**config.mk**
```make
export PLATFORM = sky130hd
export DESIGN_NAME = latch_seq
export DESIGN_NICKNAME = d
export VERILOG_FILES = /design/src/rtl/latch_seq.sv
export SDC_FILE = /design/constraint.sdc
export NUM_CORES = 1
export LEC_CHECK = 0
export CELL_PAD_IN_SITES_DETAIL_PLACEMENT = 1
export CELL_PAD_IN_SITES_GLOBAL_PLACEMENT = 1
export CORE_MARGIN = 4
export CORE_UTILIZATION = 35
export DETAILED_ROUTE_END_ITERATION = 10
export GPL_TIMING_DRIVEN = 0
export PLACE_DENSITY = 0.85
export SYNTH_ARGS = -nofsm -noshare
export SYNTH_HDL_FRONTEND = slang
export SYNTH_SLANG_ARGS = --single-unit
```
**constraint.sdc**
```tcl
create_clock -name clk -period 1.8 [get_ports clk]
set_input_delay 0.45 -clock clk [delete_from_list [all_inputs] [get_ports clk]]
set_output_delay 0.45 -clock clk [all_outputs]
set_load 0.01 [all_outputs]
```
**src/rtl/latch_seq.sv**
```systemverilog
// latch_seq: D-latch characterisation sequencer; drives D/E per pattern bit and checks the fed-back Q.
// Optional macro LATCH_SEQ_HOLD_CHECK_EN adds a HOLD phase per bit that checks Q against a complemented D.
module latch_seq #(
  parameter int unsigned SETUP_CYC = 1,
  parameter int unsigned E_WIDTH   = 2
) (
  input  logic       clk,
  input  logic       rst_n,
  input  logic       ena,
  input  logic [7:0] ui_in,
  input  logic [7:0] uio_in,
  output logic [7:0] uo_out,
  output logic [7:0] uio_out,
  output logic [7:0] uio_oe
);

  localparam int unsigned CNT_W = 4;
  localparam logic [CNT_W-1:0] SETUP_LAST = CNT_W'(SETUP_CYC - 1);
  localparam logic [CNT_W-1:0] PULSE_LAST = CNT_W'(E_WIDTH - 1);
  localparam logic [CNT_W-1:0] CHECK_LAST = CNT_W'(2);

  typedef enum logic [2:0] {
    S_IDLE,
    S_SETUP,
    S_PULSE,
    S_SAMPLE,
`ifdef LATCH_SEQ_HOLD_CHECK_EN
    S_HOLD,
`endif
    S_NEXT,
    S_DONE
  } state_t;

  state_t           state, state_nxt;
  logic [CNT_W-1:0] cnt, cnt_nxt;
  logic [2:0]       idx, idx_nxt;
  logic [7:0]       pattern, pattern_nxt;
  logic [2:0]       err_cnt, err_nxt;
  logic             d_out, e_out, busy, done, pass;
  logic             d_nxt, e_nxt, busy_nxt, done_nxt, pass_nxt;
  logic             start_s1, start_s2, start_s3;
  logic             q_s1, q_s2;
  logic             start_evt;

  wire unused_ui = &{1'b0, ui_in[7:2]};

  assign start_evt = start_s2 & ~start_s3;
  assign uo_out    = {err_cnt, pass, done, busy, e_out, d_out};
  assign uio_out   = 8'h00;
  assign uio_oe    = 8'h00;

  // State, datapath, synchronizers and registered outputs; ena freezes everything.
  always_ff @(posedge clk) begin
    if (!rst_n) begin
      state    <= S_IDLE;
      cnt      <= '0;
      idx      <= 3'd7;
      pattern  <= 8'h00;
      err_cnt  <= 3'd0;
      d_out    <= 1'b0;
      e_out    <= 1'b0;
      busy     <= 1'b0;
      done     <= 1'b0;
      pass     <= 1'b0;
      start_s1 <= 1'b0;
      start_s2 <= 1'b0;
      start_s3 <= 1'b0;
      q_s1     <= 1'b0;
      q_s2     <= 1'b0;
    end else if (ena) begin
      state    <= state_nxt;
      cnt      <= cnt_nxt;
      idx      <= idx_nxt;
      pattern  <= pattern_nxt;
      err_cnt  <= err_nxt;
      d_out    <= d_nxt;
      e_out    <= e_nxt;
      busy     <= busy_nxt;
      done     <= done_nxt;
      pass     <= pass_nxt;
      start_s1 <= ui_in[0];
      start_s2 <= start_s1;
      start_s3 <= start_s2;
      q_s1     <= ui_in[1];
      q_s2     <= q_s1;
    end
  end

  // Next state plus next output values, so outputs line up with the state they describe.
  always_comb begin
    state_nxt   = state;
    cnt_nxt     = cnt + CNT_W'(1);
    idx_nxt     = idx;
    pattern_nxt = pattern;
    err_nxt     = err_cnt;

    unique case (state)
      S_IDLE, S_DONE: begin
        cnt_nxt = '0;
        if (start_evt) begin
          pattern_nxt = uio_in;
          idx_nxt     = 3'd7;
          err_nxt     = 3'd0;
          state_nxt   = S_SETUP;
        end
      end
      S_SETUP: begin
        if (cnt == SETUP_LAST) begin
          cnt_nxt   = '0;
          state_nxt = S_PULSE;
        end
      end
      S_PULSE: begin
        if (cnt == PULSE_LAST) begin
          cnt_nxt   = '0;
          state_nxt = S_SAMPLE;
        end
      end
      S_SAMPLE: begin
        if (cnt == CHECK_LAST) begin
          cnt_nxt = '0;
          if ((q_s2 != pattern[idx]) && (err_cnt != 3'd7)) err_nxt = err_cnt + 3'd1;
`ifdef LATCH_SEQ_HOLD_CHECK_EN
          state_nxt = S_HOLD;
`else
          state_nxt = S_NEXT;
`endif
        end
      end
`ifdef LATCH_SEQ_HOLD_CHECK_EN
      S_HOLD: begin
        if (cnt == CHECK_LAST) begin
          cnt_nxt = '0;
          if ((q_s2 != pattern[idx]) && (err_cnt != 3'd7)) err_nxt = err_cnt + 3'd1;
          state_nxt = S_NEXT;
        end
      end
`endif
      S_NEXT: begin
        cnt_nxt = '0;
        if (idx == 3'd0) begin
          state_nxt = S_DONE;
        end else begin
          idx_nxt   = idx - 3'd1;
          state_nxt = S_SETUP;
        end
      end
      default: begin
        cnt_nxt   = '0;
        state_nxt = S_IDLE;
      end
    endcase

    d_nxt    = 1'b0;
    e_nxt    = (state_nxt == S_PULSE);
    busy_nxt = (state_nxt != S_IDLE) && (state_nxt != S_DONE);
    done_nxt = (state_nxt == S_DONE);
    pass_nxt = (state_nxt == S_DONE) && (err_nxt == 3'd0);

    unique case (state_nxt)
      S_SETUP, S_PULSE:  d_nxt = pattern_nxt[idx_nxt];
      S_SAMPLE, S_NEXT:  d_nxt = d_out;
`ifdef LATCH_SEQ_HOLD_CHECK_EN
      S_HOLD:            d_nxt = ~pattern_nxt[idx_nxt];
`endif
      default:           d_nxt = 1'b0;
    endcase
  end

endmodule

```
Yosys cells after proc, flatten, opt, wreduce, memory -nomap -nowiden
Index checks and enable logic that the tools add are counted.

Bits in registers: 31. Latch bits: 0. Memory bits (writable): 0. ROM bits: 0. Input bits: 19. Output and inout bits: 24. Memories kept: 0.

Add/subtract/negate cells: 3. $mul: 0. Div/mod/pow operators: 0. Order comparisons: 2. Equal/unequal tests: 15. Shifts and indexed selects: 0. Mux-type cells: 24. Bitwise logic cells: 3. Reduce and logical (&&, ||, !) cells: 12.

Operators by type and width (number): 3-bit 2-to-1 mux (10); 8-bit 2-to-1 mux (2); 3-bit one-hot mux with 5 select lines (1); 3-bit by 2-bit equality test with 1-bit output (second input constant) (4); 3-bit equality test (second input constant) (4); 4-bit 2-to-1 mux (3); 3-bit one-hot mux with 2 select lines (2); 4-bit one-hot mux with 3 select lines (1); 3-bit zero test (3); 3-bit by 4-bit less-than comparator with 1-bit output (second input constant) (2); 1-bit binary-select mux with 3-bit select (2); 3-bit by 1-bit equality test with 1-bit output (second input constant) (2); 3-bit != test (second input constant) (2); 2-bit OR reduction (3); 4-bit by 1-bit adder with 4-bit output (second input constant) (1); 4-bit by 1-bit equality test with 1-bit output (second input constant) (1); 4-bit by 2-bit equality test with 1-bit output (second input constant) (1); 4-bit zero test (1); 3-bit by 1-bit adder with 3-bit output (second input constant) (1); 1-bit logical AND (3); 3-bit nonzero test (1); 3-bit by 1-bit subtractor with 3-bit output (second input constant) (1); 1-bit 2-to-1 mux (2); 1-bit NOT (2); other kinds (4) (4).

Depth between registers and ports, before layout
Word-level depth: 9. Mapped depth: 8. Depth with buffers taken out: 8.

Least setup slack after synthesis
OpenSTA, ideal clock, no wires.

Path type: register to register. Start: register idx[1]. End: register d_out. Setup time: 123 ps. Arrival: 1803 ps. Slack: -127 ps. Stages on the path, launching flop included: 9. Buffers on the path: 0. Clock period less this slack: 1927 ps. Cells stage by stage: dfxtp_1 inv_1 ha_1 and2b_1 nor2_8 xnor2_1 mux2_1 o221ai_1 a21oi_1.

Word-level cells in the longest chain between the ends: 7.

RTL lines: start, declared (RTL line 36) `logic [2:0] idx, idx_nxt;`; start signal, assigned (RTL line 73) `idx <= idx_nxt;`; parallel branches: the longest is 7 deep, another holds 3-bit by 1-bit subtractor with 3-bit output; end signal, assigned (RTL line 76) `d_out <= d_nxt;`; end, declared (RTL line 39) `logic d_out, e_out, busy, done, pass;`.

Parallel ways; which one is timed is not known. The select of a mux whose other input is x is not followed. A chain may end at the register's enable or synchronous reset.

Worst setup path after layout
Start: register state[1]. End: register d_out.

Word-level cells in the longest chain between the ends: 7.

RTL lines: start, declared (RTL line 34) `state_t state, state_nxt;`; start signal, assigned (RTL line 71) `state <= state_nxt;`; parallel branches: the longest is 7 deep, another holds 3-bit equality test.

Parallel ways; which one is timed is not known. The select of a mux whose other input is x is not followed.

==> results_dict.tcl <==
set metrics [dict create \
    status "complete, but fails checks" \
    violations "negative setup slack" \
    critPathRequiredTime_ns 2.02 \
    p_sw_uw 458 \
    path_common_cell "or3b_4" \
    tritoncts "yes" \
    synth_warnings 0 \
    internal-power_mw 1.15 \
    grt_max_degree 11 \
    ios 43 \
    final_common_cell "buf_4" \
    finalCritPeriodShare 1.10 \
    crit_type "reg -> reg" \
    slew_headroom 0.598 \
    synth_top_area_share 0.289 \
    globalplace.congestion 0.912 \
    hold_buffers 0 \
    skew_ns 0.00862 \
    die_h_um 86.4 \
    path_clk_slew_ns 0.06 \
    yosysSeqAreaShare 0.289 \
    syn_area_per_cell_um2 8.50 \
    drc 0 \
    slowest_delay_ns 0.45 \
    ir_drop_uv 260 \
    r2r_slack_ns -0.19 \
    fmax_ghz 0.504 \
    antenna_cells 0 \
    nFillCells 699 \
    setup_violations 6 \
    initialDrtViolationCount 142 \
    place_ws_ns -0.621 \
    grt_pass1_vias 2014 \
    antenna_left 0 \
    syn2layout_area_growth_pct 39.8 \
    viasPerCell 5.34 \
    cp_max_fo 5 \
    powerDensity_nw_per_um2 536 \
    crit_arrival_ns 2.20 \
    synth_area_leader_cell "dfxtp_1" \
    drtPass1Iterations 4 \
    clock_path_buffers 2 \
    rsz0062_at_grt "true" \
    synth.area.top_cells "dfxtp_1 (29%), buf_4 (7.3%), mux2i_1 (6.1%)" \
    path_buf_inv 0 \
    drive_above_1_share 0.328 \
    clockRootBuffer "clkbuf_8" \
    grt_overflow 0 \
    syn-instance-count 253 \
    syn_area_um2 2150 \
    clock_latency_ns 0.30 \
    hold_viol 0 \
    comb_power_share 0.197 \
    tns_ns -0.735 \
    drt-total-wl_mm 6.93 \
    setup.worst_path.start_class "flop" \
    start_util 0.361 \
    final_nets 332 \
    antenna_found_initial 0 \
    fin_crit_ns 1.99 \
    p_seq_frac 0.442 \
    die_area_um2 7460 \
    dp_hpwl_mm 4.27 \
    cp_top_family "simple AND/OR/NAND/NOR gates" \
    h-tree-depth 2 \
    async_flop_share 0 \
    vias 2030 \
    worst_setup_path_end_kind "flop" \
    ys_ff_latch 31 \
    min_path_type "reg -> reg" \
    worst_pin_slew_ns 0.604 \
    synth_ff_type "dfxtp_1" \
    final_util 0.505 \
    clkPwrFrac 0.361 \
    grt_use_total 0.179 \
    die_x_um 86.4 \
    slew_violations 0 \
    ys_types 57 \
    cts_sinks 31 \
    timing.final.ws_setup_ns -0.185 \
    swShare 0.285 \
    final_cell_mix "buf_4 (33), dfxtp_1 (23), nand2_1 (22), clkdlybuf4s50_1 (20), nor2b_1 (17)" \
    cp_cell_sequence "or3b_4 -> or3b_4 -> a31oi_4 -> a2111oi_4 -> o31a_1 -> a21oi_1" \
    wl_per_cell_um 18.2 \
    coreArea_um2 5960 \
    synth_edf_count 0 \
    grt_first_pass_wirelength_mm 10.4 \
    cts_buffers 5 \
    cp_slowest_cell "or3b_4" \
    rows 28 \
    hold-worst-slack_ns 0.488 \
    maxCapViolations 0 \
    port_buffers 20 \
    p_leak_nw 1.15 \
]
[timing repair]
item / 4_1_cts / 5_1_grt
endpoints found under the setup margin: 23 / 22
buffers inserted: 4 / 6
gates resized for setup: 34 / 40
pin swaps: 7 / 11
[logic make-up after synthesis]
kind of cell / count (synthesis) / synth area share
AOI/OAI and AO/OA: 62 / 0.203
xor gates and xnor gates: 2 / 0.00815
adders and majority gates: 8 / 0.0465
buffers and inverters: 41 / 0.115
DFF: 31 / 0.289
muxes: 18 / 0.0983
other: 1 / 0.00174
and+or+nand+nor: 90 / 0.239
[power by group through the flow]
stage                     combinational [mW]  sequential [mW]  clock (mW)
after floorplan                        0.178            0.727           0
after global placement                 0.243            0.730           0
after detailed placement               0.249            0.732           0
after CTS                              0.278            0.716       0.589
after global routing                   0.340            0.714       0.612
final                                  0.318            0.712       0.581
[cell type report]
type | instances | area, um^2 | share of cell area
multi-input cells | 196 | 1620 | 0.538
flip-flops and latches | 31 | 646 | 0.215
inverters | 6 | 27.5 | 0.00916
plain buffers | 35 | 260 | 0.0866
clock inverters | 1 | 5.00 | 0.00166
clock buffers | 6 | 82.6 | 0.0275
repair buffers | 30 | 275 | 0.0916
well taps | 75 | 93.8 | 0.0312
[worst paths after layout]
kind	from	endpoint	cells past startpoint
hold reg to reg	e_out$_SDFFE_PN0P_	e_out$_SDFFE_PN0P_	2
setup reg to reg	state[1]$_SDFFE_PN0P_	d_out$_SDFFE_PN0P_	6
hold / removal	e_out$_SDFFE_PN0P_	e_out$_SDFFE_PN0P_	2
setup / recovery	state[1]$_SDFFE_PN0P_	d_out$_SDFFE_PN0P_	6
[metal layers]
layer / GRT usage / share of wire
met3: 0.0323 / 0.037
met5: 0 / 0
met4: 0.0864 / 0.028
met1: 0.228 / 0.42
met2: 0.291 / 0.51
[flip-flops by register name, indices dropped and copies added, names as in the netlist, 3 cells and up]
| name | count |
|---|---|
| err_cnt | 3 |
| pattern | 8 |
| state | 3 |
| idx | 3 |
| cnt | 4 |
[through the flow]
stage                     cells  cell area (um^2)  total power, mW
final                       380              3010             1.61
after floorplan             268              2240            0.905
after global routing        380              3010             1.67
after detailed placement    363              2540            0.981
after CTS                   374              2800             1.58
after global placement      363              2540            0.973
[cell usage after synthesis (2+ instances only)]
cell and count:
nand3b_1 2, buf_2 5, nor3b_1 3, o31a_1 2, o21a_1 3, a31oi_1 2
o211ai_1 3, a22oi_1 2, nand3_1 14, nor2_1 8, nor2b_1 17, mux2i_1 13
a21oi_1 8, clkbuf_1 7, o221ai_1 2, o21bai_1 2, o21ai_0 10, a21boi_0 13
nand2_1 24, o21ai_1 4, o22ai_1 2, nor4_1 2, or3b_1 2, inv_1 6
nand2b_1 7, dfxtp_1 31, ha_1 8, buf_4 21, mux4_2 2
[tightest hold or removal path: cells and delay by family (launching register included)]
family,cells,cell delay (ns)
AO/OA/AOI/OAI,1,0.06
flip-flops,1,0.31
AND/OR/NAND/NOR,1,0.06
(Power assumes the default switching activity.)
==> patch (same flow settings) <==
Encoding of `state_t`: now one-hot (6 bits for 6 states).
--- a/src/rtl/latch_seq.sv
+++ b/src/rtl/latch_seq.sv
@@ -21,7 +21,7 @@
 
-  typedef enum logic [2:0] {
-    S_IDLE,
-    S_SETUP,
-    S_PULSE,
-    S_SAMPLE,
+  typedef enum logic [5:0] {
+    S_IDLE   = 6'b000001,
+    S_SETUP  = 6'b000010,
+    S_PULSE  = 6'b000100,
+    S_SAMPLE = 6'b001000,
 `ifdef LATCH_SEQ_HOLD_CHECK_EN
@@ -29,4 +29,4 @@
 `endif
-    S_NEXT,
-    S_DONE
+    S_NEXT   = 6'b010000,
+    S_DONE   = 6'b100000
   } state_t;
Check against the original RTL: no difference found for any inputs over 10 cycles, from zero or initial values and one cycle with rst_n low; not proved beyond that.
==> patch against the original RTL <==
  * The flow still finishes with violations (negative setup slack)
  * Die area grew 1.8%
  * Synthesized area grew 2.0%
  * Design area grew 7.4%
  * Wire length grew 25%
  * Setup slack lost 0.48 ns
  * Synthesized cell count grew 8.7%
  * Total power grew 11%
  * Clock power grew 4.8%
  * Sequential cell count grew 3
  * Critical path type unchanged
  * Critical endpoint unchanged
  * Largest cell class unchanged
==> patch: results (changes against the original RTL) <==
status - finished, violations left (unchanged)
violated checks - negative setup slack (unchanged)
adder-cell share of the synthesized area - 4.56% (was 4.65%)
Final Skew - 0.0114 ns (was 0.00862 ns)
setup violators final - 18 (was 6)
number of global-route vias before repair - 2335 (was 2014)
biggest regs - pattern (8), state (6), cnt (4) (was pattern (8), cnt (4))
Synth Area in Compound Gates - 18.6% (was 20.3%)
met3 routed WL - 462 um (was 259 um)
mux cell area share after synthesis - 5.70% (was 9.83%)
Synth Instances - 275 (was 253)
R2R depth - 7 (was 6)
maximum vdd drop - 330 uV (was 260 uV)
reg2reg start - state[0] (was state[1])
WP data arrival - 2.67 ns (was 2.20 ns)
Vias/cell - 5.77 (was 5.34)
setup ws final - -0.665 ns (was -0.185 ns)
Cells after DPL - 385 (was 363)
CTS clk-pin slew, worst paths - 0.08 ns (was 0.06 ns)
sequential area share after synthesis - 31.0% (was 28.9%)
DP HPWL - 4.68 mm (was 4.27 mm)
GR Util met1 - 24.3% (was 22.8%)
Iter 0 DRT Violations - 150 (was 142)
Largest stage delay, worst path - 0.60 ns (was 0.45 ns)
routing usage on met2 - 34.0% (was 29.1%)
Final GP Congestion - 0.874 (was 0.912)
clk_lat worst skew - 0.30 ns (about the same)
Worst path slowest cell - or4_4 (was or3b_4)
leakage - 1.27 nW (was 1.15 nW)
Hold Crit Depth - 1 (was 2)
CTS max path bufs - 2 (unchanged)
hold crit path type - reg -> reg (unchanged)
final wirelength - 8.69 mm (was 6.93 mm)
wl on met1 - 3.43 mm (was 2.93 mm)
postcts setup bufs - 9 (was 4)
Worst Setup Start Kind - flip-flop (unchanged)
Synth cell types - 51 (was 57)
All-Layer GR Usage - 19.9% (was 17.9%)
fin nets - 364 (was 332)
post-synthesis xor/xnor area fraction - 0.799% (was 0.814%)
crit end category - flip-flop (unchanged)
Hold Slack - 0.463 ns (was 0.488 ns)
Resized Gates After CTS - 41 (was 34)
Finished Layout Cells - 413 (was 380)
M3 GR Usage - 3.41% (was 3.23%)
share of layout cells above drive strength 1 - 37.0% (was 32.8%)
commonest cells in the netlist - dfxtp_1, nand2_1, a21oi_1, buf_4, nor2_1 (was dfxtp_1, nand2_1, buf_4)
synth top area cells - dfxtp_1, buf_4, nand2_1 (was dfxtp_1, buf_4, mux2i_1)
WL met2 - 4.39 mm (was 3.54 mm)
first-pass GRT wire length - 11.8 mm (was 10.4 mm)
patch: where the power goes:
group	switching [mW]	leakage [nW]	total [mW]	internal [mW]
clock network	0.300	0.0482	0.609	0.309
logic	0.195	0.941	0.368	0.173
registers	0.0325	0.280	0.803	0.770
total	0.528	1.27	1.78	1.25
patch: layout make-up:
class | count | area [sq um]
Fill cell | 685 | 2760
Multi-Input combinational cell | 210 | 1630
Sequential cell | 34 | 703
Timing Repair Buffer | 44 | 427
Buffer | 33 | 251
Tap cell | 75 | 93.8
Clock buffer | 7 | 86.3
Inverter | 9 | 36.3
Clock inverter | 1 | 5.00
patch: metrics by stage:
step           power [mW]  setup slack, ns  cell area (sq um)  setup TNS (ns)
4_1_cts              1.71           -0.608               2930           -3.66
3_3_place_gp         1.09           -0.628               2640          -15.27
6_report             1.78           -0.665               3230           -5.39
5_1_grt              1.85           -0.795               3230           -6.86
3_5_place_dp         1.09           -0.721               2640          -16.80
2_1_floorplan        1.00           -0.423               2340           -1.54
